## src/rtl/instr_encode_loader.sv

```systemverilog
// Encodes one symbolic instruction per handshake into a 9-bit word and writes it to consecutive ROM slots.
// Handshake-to-write latency 1 cycle, one word per 2 cycles; in_ready drops while the word is being written.
module instr_encode_loader #(
    parameter int ADDR_W = 8,
    parameter int DEPTH  = 256
) (
    input  logic              Clk,
    input  logic              Reset,
    input  logic              start,
    input  logic              in_valid,
    output logic              in_ready,
    input  logic [2:0]        op_class,
    input  logic [2:0]        alu_op,
    input  logic [2:0]        reg_a,
    input  logic [2:0]        reg_b,
    input  logic [7:0]        imm,
    output logic              wr_en,
    output logic [ADDR_W-1:0] wr_addr,
    output logic [8:0]        wr_data,
    output logic [ADDR_W:0]   prog_len,
    output logic              busy,
    output logic              done,
    output logic              err,
    output logic [1:0]        err_code
);

    typedef enum logic [2:0] {
        S_IDLE   = 3'd0,
        S_ACCEPT = 3'd1,
        S_WRITE  = 3'd2,
        S_FINISH = 3'd3,
        S_ERROR  = 3'd4
    } state_t;

    localparam logic [2:0] OP_R      = 3'd0;
    localparam logic [2:0] OP_BRANCH = 3'd1;
    localparam logic [2:0] OP_STORE  = 3'd2;
    localparam logic [2:0] OP_LOADR  = 3'd3;
    localparam logic [2:0] OP_LCONST = 3'd4;
    localparam logic [2:0] OP_MOVE   = 3'd5;
    localparam logic [2:0] OP_DONE   = 3'd6;

    localparam logic [1:0] EC_ILLEGAL  = 2'd0;
    localparam logic [1:0] EC_RANGE    = 2'd1;
    localparam logic [1:0] EC_RESERVED = 2'd2;
    localparam logic [1:0] EC_FULL     = 2'd3;

    localparam logic [8:0]        DONE_WORD = 9'h0FF;
    localparam logic [ADDR_W-1:0] LAST_ADDR = ADDR_W'(DEPTH - 1);

    state_t      state, state_nxt;
    logic [8:0]  enc_word;
    logic        fld_err;
    logic [1:0]  fld_code;
    logic        full;
    logic        handshake;

    assign full      = (wr_addr == LAST_ADDR);
    // start outranks a coincident handshake, so the fields are simply not taken
    assign handshake = (state == S_ACCEPT) && in_valid && !start;

    // Encoder and legality checker
    always_comb begin
        enc_word = DONE_WORD;
        fld_err  = 1'b0;
        fld_code = EC_ILLEGAL;
        case (op_class)
            OP_R: begin
                enc_word = {1'b0, alu_op, reg_a[1:0], reg_b};
                if (reg_a > 3'd3) begin
                    fld_err  = 1'b1;
                    fld_code = EC_RANGE;
                end else if ({1'b0, alu_op, reg_a[1:0], reg_b} == DONE_WORD) begin
                    fld_err  = 1'b1;
                    fld_code = EC_RESERVED;
                end
            end
            OP_BRANCH: begin
                enc_word = {3'b100, imm[5:0]};
                if (imm > 8'd63) begin
                    fld_err  = 1'b1;
                    fld_code = EC_RANGE;
                end
            end
            OP_STORE:  enc_word = {3'b101, reg_a, 3'b000};
            OP_LOADR:  enc_word = {3'b110, reg_a, 2'b00, 1'b0};
            OP_LCONST: begin
                enc_word = {3'b110, imm[4:0], 1'b1};
                if (imm > 8'd31) begin
                    fld_err  = 1'b1;
                    fld_code = EC_RANGE;
                end
            end
            OP_MOVE:   enc_word = {3'b111, reg_a, reg_b};
            OP_DONE:   enc_word = DONE_WORD;
            default: begin
                fld_err  = 1'b1;
                fld_code = EC_ILLEGAL;
            end
        endcase
        // The last slot is reserved for DONE so a program is always terminated
        if (full && op_class != OP_DONE) begin
            fld_err  = 1'b1;
            fld_code = EC_FULL;
        end
    end

    always_ff @(posedge Clk or posedge Reset) begin
        if (Reset) begin
            state <= S_IDLE;
        end else begin
            state <= state_nxt;
        end
    end

    always_comb begin
        state_nxt = state;
        if (start) begin
            state_nxt = S_ACCEPT;
        end else begin
            case (state)
                S_IDLE:   state_nxt = S_IDLE;
                S_ACCEPT: begin
                    if (handshake) begin
                        state_nxt = fld_err ? S_ERROR : S_WRITE;
                    end
                end
                S_WRITE:  state_nxt = (wr_data == DONE_WORD) ? S_FINISH : S_ACCEPT;
                S_FINISH: state_nxt = S_FINISH;
                S_ERROR:  state_nxt = S_ERROR;
                default:  state_nxt = S_IDLE;
            endcase
        end
    end

    always_comb begin
        in_ready = 1'b0;
        wr_en    = 1'b0;
        busy     = 1'b0;
        done     = 1'b0;
        err      = 1'b0;
        case (state)
            S_ACCEPT: begin
                in_ready = 1'b1;
                busy     = 1'b1;
            end
            S_WRITE: begin
                wr_en = !start;
                busy  = 1'b1;
            end
            S_FINISH: done = 1'b1;
            S_ERROR:  err  = 1'b1;
            default: begin
                in_ready = 1'b0;
            end
        endcase
    end

    // Datapath: address, length, captured word and error code
    always_ff @(posedge Clk or posedge Reset) begin
        if (Reset) begin
            wr_addr  <= '0;
            wr_data  <= '0;
            prog_len <= '0;
            err_code <= '0;
        end else if (start) begin
            wr_addr  <= '0;
            prog_len <= '0;
            err_code <= '0;
        end else begin
            if (handshake && !fld_err) begin
                wr_data <= enc_word;
            end
            if (handshake && fld_err) begin
                err_code <= fld_code;
            end
            if (state == S_WRITE) begin
                prog_len <= prog_len + 1'b1;
                if (wr_data != DONE_WORD) begin
                    wr_addr <= wr_addr + 1'b1;
                end
            end
        end
    end

endmodule

```

## config.mk

```make
export PLATFORM = sky130hd
export DESIGN_NAME = instr_encode_loader
export DESIGN_NICKNAME = d
export VERILOG_FILES = /design/src/rtl/instr_encode_loader.sv
export SDC_FILE = /design/constraint.sdc
export NUM_CORES = 1
export LEC_CHECK = 0
export BUFFER_PORTS_ARGS = -buffer_cell sky130_fd_sc_hd__buf_2
export CORE_UTILIZATION = 51
export DETAILED_ROUTE_END_ITERATION = 8
export GPL_TIMING_DRIVEN = 0
export PLACE_DENSITY_LB_ADDON = 0.1
export SKIP_CTS_REPAIR_TIMING = 1
export SYNTH_ARGS = -nofsm -noshare
export SYNTH_HDL_FRONTEND = slang
export SYNTH_SLANG_ARGS = --single-unit
export TNS_END_PERCENT = 1
```

## constraint.sdc

```tcl
create_clock -name Clk -period 1.9 [get_ports Clk]
set_input_delay 0.285 -clock Clk [delete_from_list [all_inputs] [get_ports Clk]]
set_output_delay 0.285 -clock Clk [all_outputs]
set_load 0.02 [all_outputs]
```

Word level (Yosys, flattened, before mapping)
Cells that the tools add are included.
- logic and storage cells: 72
- output and inout port bits: 33
- input port bits: 24
- register bits: 31
- $add $sub $neg: 2
- $lt $le $gt $ge: 3
- bitwise operators: 1
- muxes and demuxes: 30
- equal/unequal tests: 16
- reductions and logical operators: 15
- operators by type and width (operator ; number):
    one-hot mux 9 bit (6 select lines) ; 1
    2-to-1 mux 8 bit ; 3
    2-to-1 mux 9 bit ; 2
    equality test 8 bit, second input constant ; 2
    equality test 3 x 2 -> 1 bit, second input constant ; 4
    equality test 3 bit, second input constant ; 4
    2-to-1 mux 1 bit ; 12
    2-to-1 mux 2 bit ; 6
    one-hot mux 3 bit (4 select lines) ; 1
    adder 9 x 1 -> 9 bit, second input constant ; 1
    equality test 9 x 8 -> 1 bit, second input constant ; 1
    2-to-1 mux 3 bit ; 3
    != test 9 x 8 -> 1 bit, second input constant ; 1
    adder 8 x 1 -> 8 bit, second input constant ; 1
    > comparator 8 x 5 -> 1 bit, second input constant ; 1
    > comparator 8 x 6 -> 1 bit, second input constant ; 1
    equality test 3 x 1 -> 1 bit, second input constant ; 2
    != test 3 bit, second input constant ; 2
    one-hot mux 2 bit (3 select lines) ; 1
    nonzero test 2 bit ; 3
    logical AND 1 bit ; 5
    one-hot mux 1 bit (4 select lines) ; 1
    AND reduction 2 bit ; 2
    OR reduction 4 bit ; 1
    other kinds (5) ; 6

Longest topological paths before layout
- depth in word-level cells: 9
- mapped depth: 7
- gate-level depth less buffers: 6

Worst setup path after synthesis
OpenSTA, ideal clock, no wires.
- path kind: register to register
- start: reg state[2]
- end: reg wr_data[0]
- clock period less this slack: 1.760 ns
- setup time: 0.125 ns
- stages on the path, launching flop included: 6
- buffers on the path: 0
- data required time: 1.775 ns
- arrival: 1.636 ns
- path slack: 0.140 ns
- cells stage by stage: dfrtp_1 > nand2b_1 > nor2_1 > nand3_1 > nand3b_4 > mux2_2
- word-level cells in the longest chain between the ends: 5
- RTL lines (what ; line ; source):
    from (decl) ; 51 ; state_t state, state_nxt;
    from (signal assigned) ; 112 ; state <= state_nxt;
    equality test 3 x 1 -> 1 bit ; 60 ; assign handshake = (state == S_ACCEPT) && in_valid && !start;
    logical AND 1 bit (2 in series) ; 60 ;
    logical AND 1 bit ; 171 ; if (handshake && !fld_err) begin
    AND reduction 2 bit (no source line) ; n/a ;
    to (signal assigned) ; 172 ; wr_data <= enc_word;
    to (decl) ; 19 ; output logic [8:0] wr_data,
No other way between the ends.
A chain may end at the register's enable or synchronous reset.

Worst setup path after layout
- start: reg wr_addr[0]
- end: reg wr_data[3]
- word-level cells in the longest chain between the ends: 6
- RTL lines (what ; line ; source):
    from (decl) ; 18 ; output logic [ADDR_W-1:0] wr_addr,
    from (signal assigned) ; 180 ; wr_addr <= wr_addr + 1'b1;
    equality test 8 bit ; 58 ; assign full = (wr_addr == LAST_ADDR);
    logical AND 1 bit ; 102 ; if (full && op_class != OP_DONE) begin
    2-to-1 mux 1 bit ; 102 ;
    logical NOT 1 bit ; 171 ;
    logical AND 1 bit ; 171 ;
    AND reduction 2 bit (no source line) ; n/a ;
No other way between the ends.

==> results.sh <==
export IMPL_area_growth_synth_to_final_pct=22.4
export IMPL_grt_pass1_wl_um=6610
export IMPL_dr_pass1_iters=4
export IMPL_finalNetCount=282
export IMPL_ir_drop_mv=0.407
export IMPL_port_buffers=55
export IMPL_worstHoldPathType="input pin to async pin"
export IMPL_slew_headroom_pct=24.5
export IMPL_worst_hold_slack_ns=0.244
export IMPL_worstPathMaxFanout=5
export IMPL_die_area_um2=3880
export IMPL_initial_core_util_pct=54.2
export IMPL_synth_edff_count=0
export IMPL_drv_cap=0
export IMPL_worst_pin_slew_ns=1.13
export IMPL_antenna_found_initial=0
export IMPL_slew_violations=0
export IMPL_ios=57
export IMPL_routabilityCongestion=0.837
export IMPL_start_kind="flop"
export IMPL_cts_sinks=31
export IMPL_via_per_inst=5.49
export IMPL_clock_path_buffers=2
export IMPL_timing_final_crit_share_pct=93.3
export IMPL_dieWidth_um=62.3
export IMPL_worstSetupEndpointType="flop"
export IMPL_drt_iter0_markers=39
export IMPL_p_per_area_nw_per_um2=705
export IMPL_fin_crit_ns=1.77
export IMPL_antenna_cells=0
export IMPL_cp_slowest_cell="dfrtp_1"
export IMPL_cts_tree="yes"
export IMPL_fmax_mhz=564
export IMPL_grt_max_degree=32
export IMPL_clkLatencyLatePin_ns=0.32
export IMPL_core_rowCount=21
export IMPL_post_dp_hpwl_um=3010
export IMPL_grt_pass1_vias=1472
export IMPL_async_reset_ff_share_pct=100
export IMPL_avgSynthCellArea_um2=9.70
export IMPL_rsz0062_at_grt="false"
export IMPL_synth_ff_type="dfrtp_1"
export IMPL_ys_warn_count=0
export IMPL_critical_path_class="flop to flop"
export IMPL_num_vias=1652
export IMPL_p_leak_nw=1.07
export IMPL_drive_gt1_share_pct=34.9
export IMPL_setup_violations=0
export IMPL_synth_cells=191
export IMPL_remaining_drc_errors=0
export IMPL_yosysSeqAreaShare_pct=41.9
export IMPL_numCtsBuffers=5
export IMPL_status="completed"
export IMPL_routed_wl_um=4070
export IMPL_worstPathCellList="ha_1 > and2_1 > o2111ai_2 > a21boi_4 > nand3b_4 > mux2_2"
export IMPL_worstPathRequired_ns=2.10
export IMPL_cts_root_buf="clkbuf_4"
export IMPL_grtUsageTotal_pct=21.6
export IMPL_core_um2=3420
export IMPL_fin_skew_ns=0.00790
export IMPL_hold_viol=0
export IMPL_max_stage_delay_ns=0.41
export IMPL_synth_nets=217
export IMPL_gr_total_overflow=0
export IMPL_critPathTopFamily="compound AO/OA/AOI/OAI gates"
export IMPL_syn_area_um2=1850
export IMPL_die_h_um=62.3
export IMPL_ant_nets=0
export IMPL_ys_ff_latch=31
export IMPL_tns_ns=0
export IMPL_cp_num_buf_inv=0
export IMPL_htreeDepth=2
export IMPL_yosysUniqueCellTypes=48
export IMPL_clk_pin_slew_ns=0.09
export IMPL_arrival_ns=1.97
export IMPL_wl_per_cell_um=13.5
cell type report:
type | instances | area, um2
multi-input combinational | 148 | 1040
clock buffer | 6 | 41.3
tap | 46 | 57.6
buffer | 9 | 46.3
timing repair buffer | 57 | 290
fill | 316 | 1150
sequential | 31 | 776
inverter | 4 | 15.0
sequential cells by signal (all words and copies together), names as in the netlist:
| register | flops |
|---|---|
| prog_len | 9 |
| err_code | 2 |
| wr_data | 9 |
| state | 3 |
| wr_addr | 8 |
layout by cell type (no fill, tap or decap), types with 3 or more instances in the layout:
master / Yosys / final
a21oi_1: 13 / 13
nor3_1: 7 / 7
buf_2: 3 / 58
o21ai_0: 11 / 11
inv_1: 4 / 4
mux2_2: 11 / 11
xor2_1: 4 / 4
nor2b_1: 5 / 5
nand2b_1: 4 / 4
or3_1: 3 / 3
xnor2_1: 8 / 8
nand4_1: 5 / 5
mux2i_1: 4 / 4
clkbuf_1: 4 / 5
nor2_1: 23 / 23
clkbuf_4: 0 / 5
dfrtp_1: 31 / 31
nand2_1: 14 / 14
synth_stat cells (2+ instances only):
| master | number | share of area, % |
|---|---|---|
| ha_1 | 2 | 1.4 |
| nand3_1 | 2 | 0.54 |
| a21oi_1 | 13 | 3.5 |
| o32a_1 | 2 | 1.1 |
| o31ai_1 | 2 | 0.81 |
| nand2_1 | 14 | 2.8 |
| nor2b_1 | 5 | 1.7 |
| o21ai_0 | 11 | 3.0 |
| nor3_1 | 7 | 1.9 |
| clkbuf_1 | 4 | 0.81 |
| mux2_2 | 11 | 6.7 |
| nand4_1 | 5 | 1.7 |
| or3_1 | 3 | 1.0 |
| nor2_1 | 23 | 4.7 |
| buf_2 | 3 | 0.81 |
| dfrtp_1 | 31 | 42 |
| inv_1 | 4 | 0.81 |
| and2_1 | 2 | 0.68 |
| nand2b_1 | 4 | 1.4 |
| nor4_1 | 2 | 0.68 |
| mux2i_1 | 4 | 2.2 |
| xnor2_1 | 8 | 3.8 |
| xor2_1 | 4 | 1.9 |
worst reg2reg max path: cells and delay by family (launching register included):
kind | cells | cell delay (ns)
compound gates | 2 | 0.42
fa+ha+maj | 1 | 0.21
simple gates | 2 | 0.33
mux | 1 | 0.30
flops | 1 | 0.41
logic make-up after synthesis:
kind of cell / Yosys count / synth area share (%)
AO/OA/AOI/OAI: 39 / 14.0
flip-flops: 31 / 41.9
multiplexers: 17 / 10.7
XOR/XNOR: 12 / 5.67
AND/OR/NAND/NOR: 77 / 23.2
buffers and inverters: 13 / 3.31
adder cells (fa/ha/maj): 2 / 1.35
layer usage:
metal	part of all wire, %	track usage (%)	wire, um	vias up
li1	-	-	-	818
met3	3.8	6.43	154	0
met4	0	6.10	0	0
met5	0	0	0	-
met1	49	28.5	2010	800
met2	47	34.5	1910	34
metrics by stage:
stage / util (%) / setup WS (ns) / power (mW) / cell area (um2) / std cells
3_3_place_gp: 64.0 / 0.0728 / 1.27 / 2190 / 292
3_5_place_dp: 64.0 / 0.0727 / 1.28 / 2190 / 292
6_report: 66.4 / 0.127 / 1.60 / 2270 / 301
2_1_floorplan: - / 0.140 / 1.11 / 1850 / 191
5_1_grt: 66.4 / 0.000103 / 1.70 / 2270 / 301
4_1_cts: 65.2 / 0.0452 / 1.61 / 2230 / 298
where the power goes:
group | switching (mW) | internal [mW]
Clock | 0.195 | 0.131
Sequential | 0.0645 | 0.739
Combinational | 0.276 | 0.194
final timing paths:
kind	startpoint	to	slack, ns	depth (start not counted)
setup / recovery	wr_addr[0]	wr_data[3]	0.13	6
hold / removal	Reset	prog_len[6]	0.24	2
setup reg to reg	wr_addr[0]	wr_data[3]	0.13	6
hold reg to reg	wr_data[8]	wr_data[8]	0.52	1
max in group asynchronous	Reset	wr_addr[6]	0.97	2
min in group Clk	in_valid	state[1]	0.27	3
Note: power is estimated with default switching activity, not from simulation.
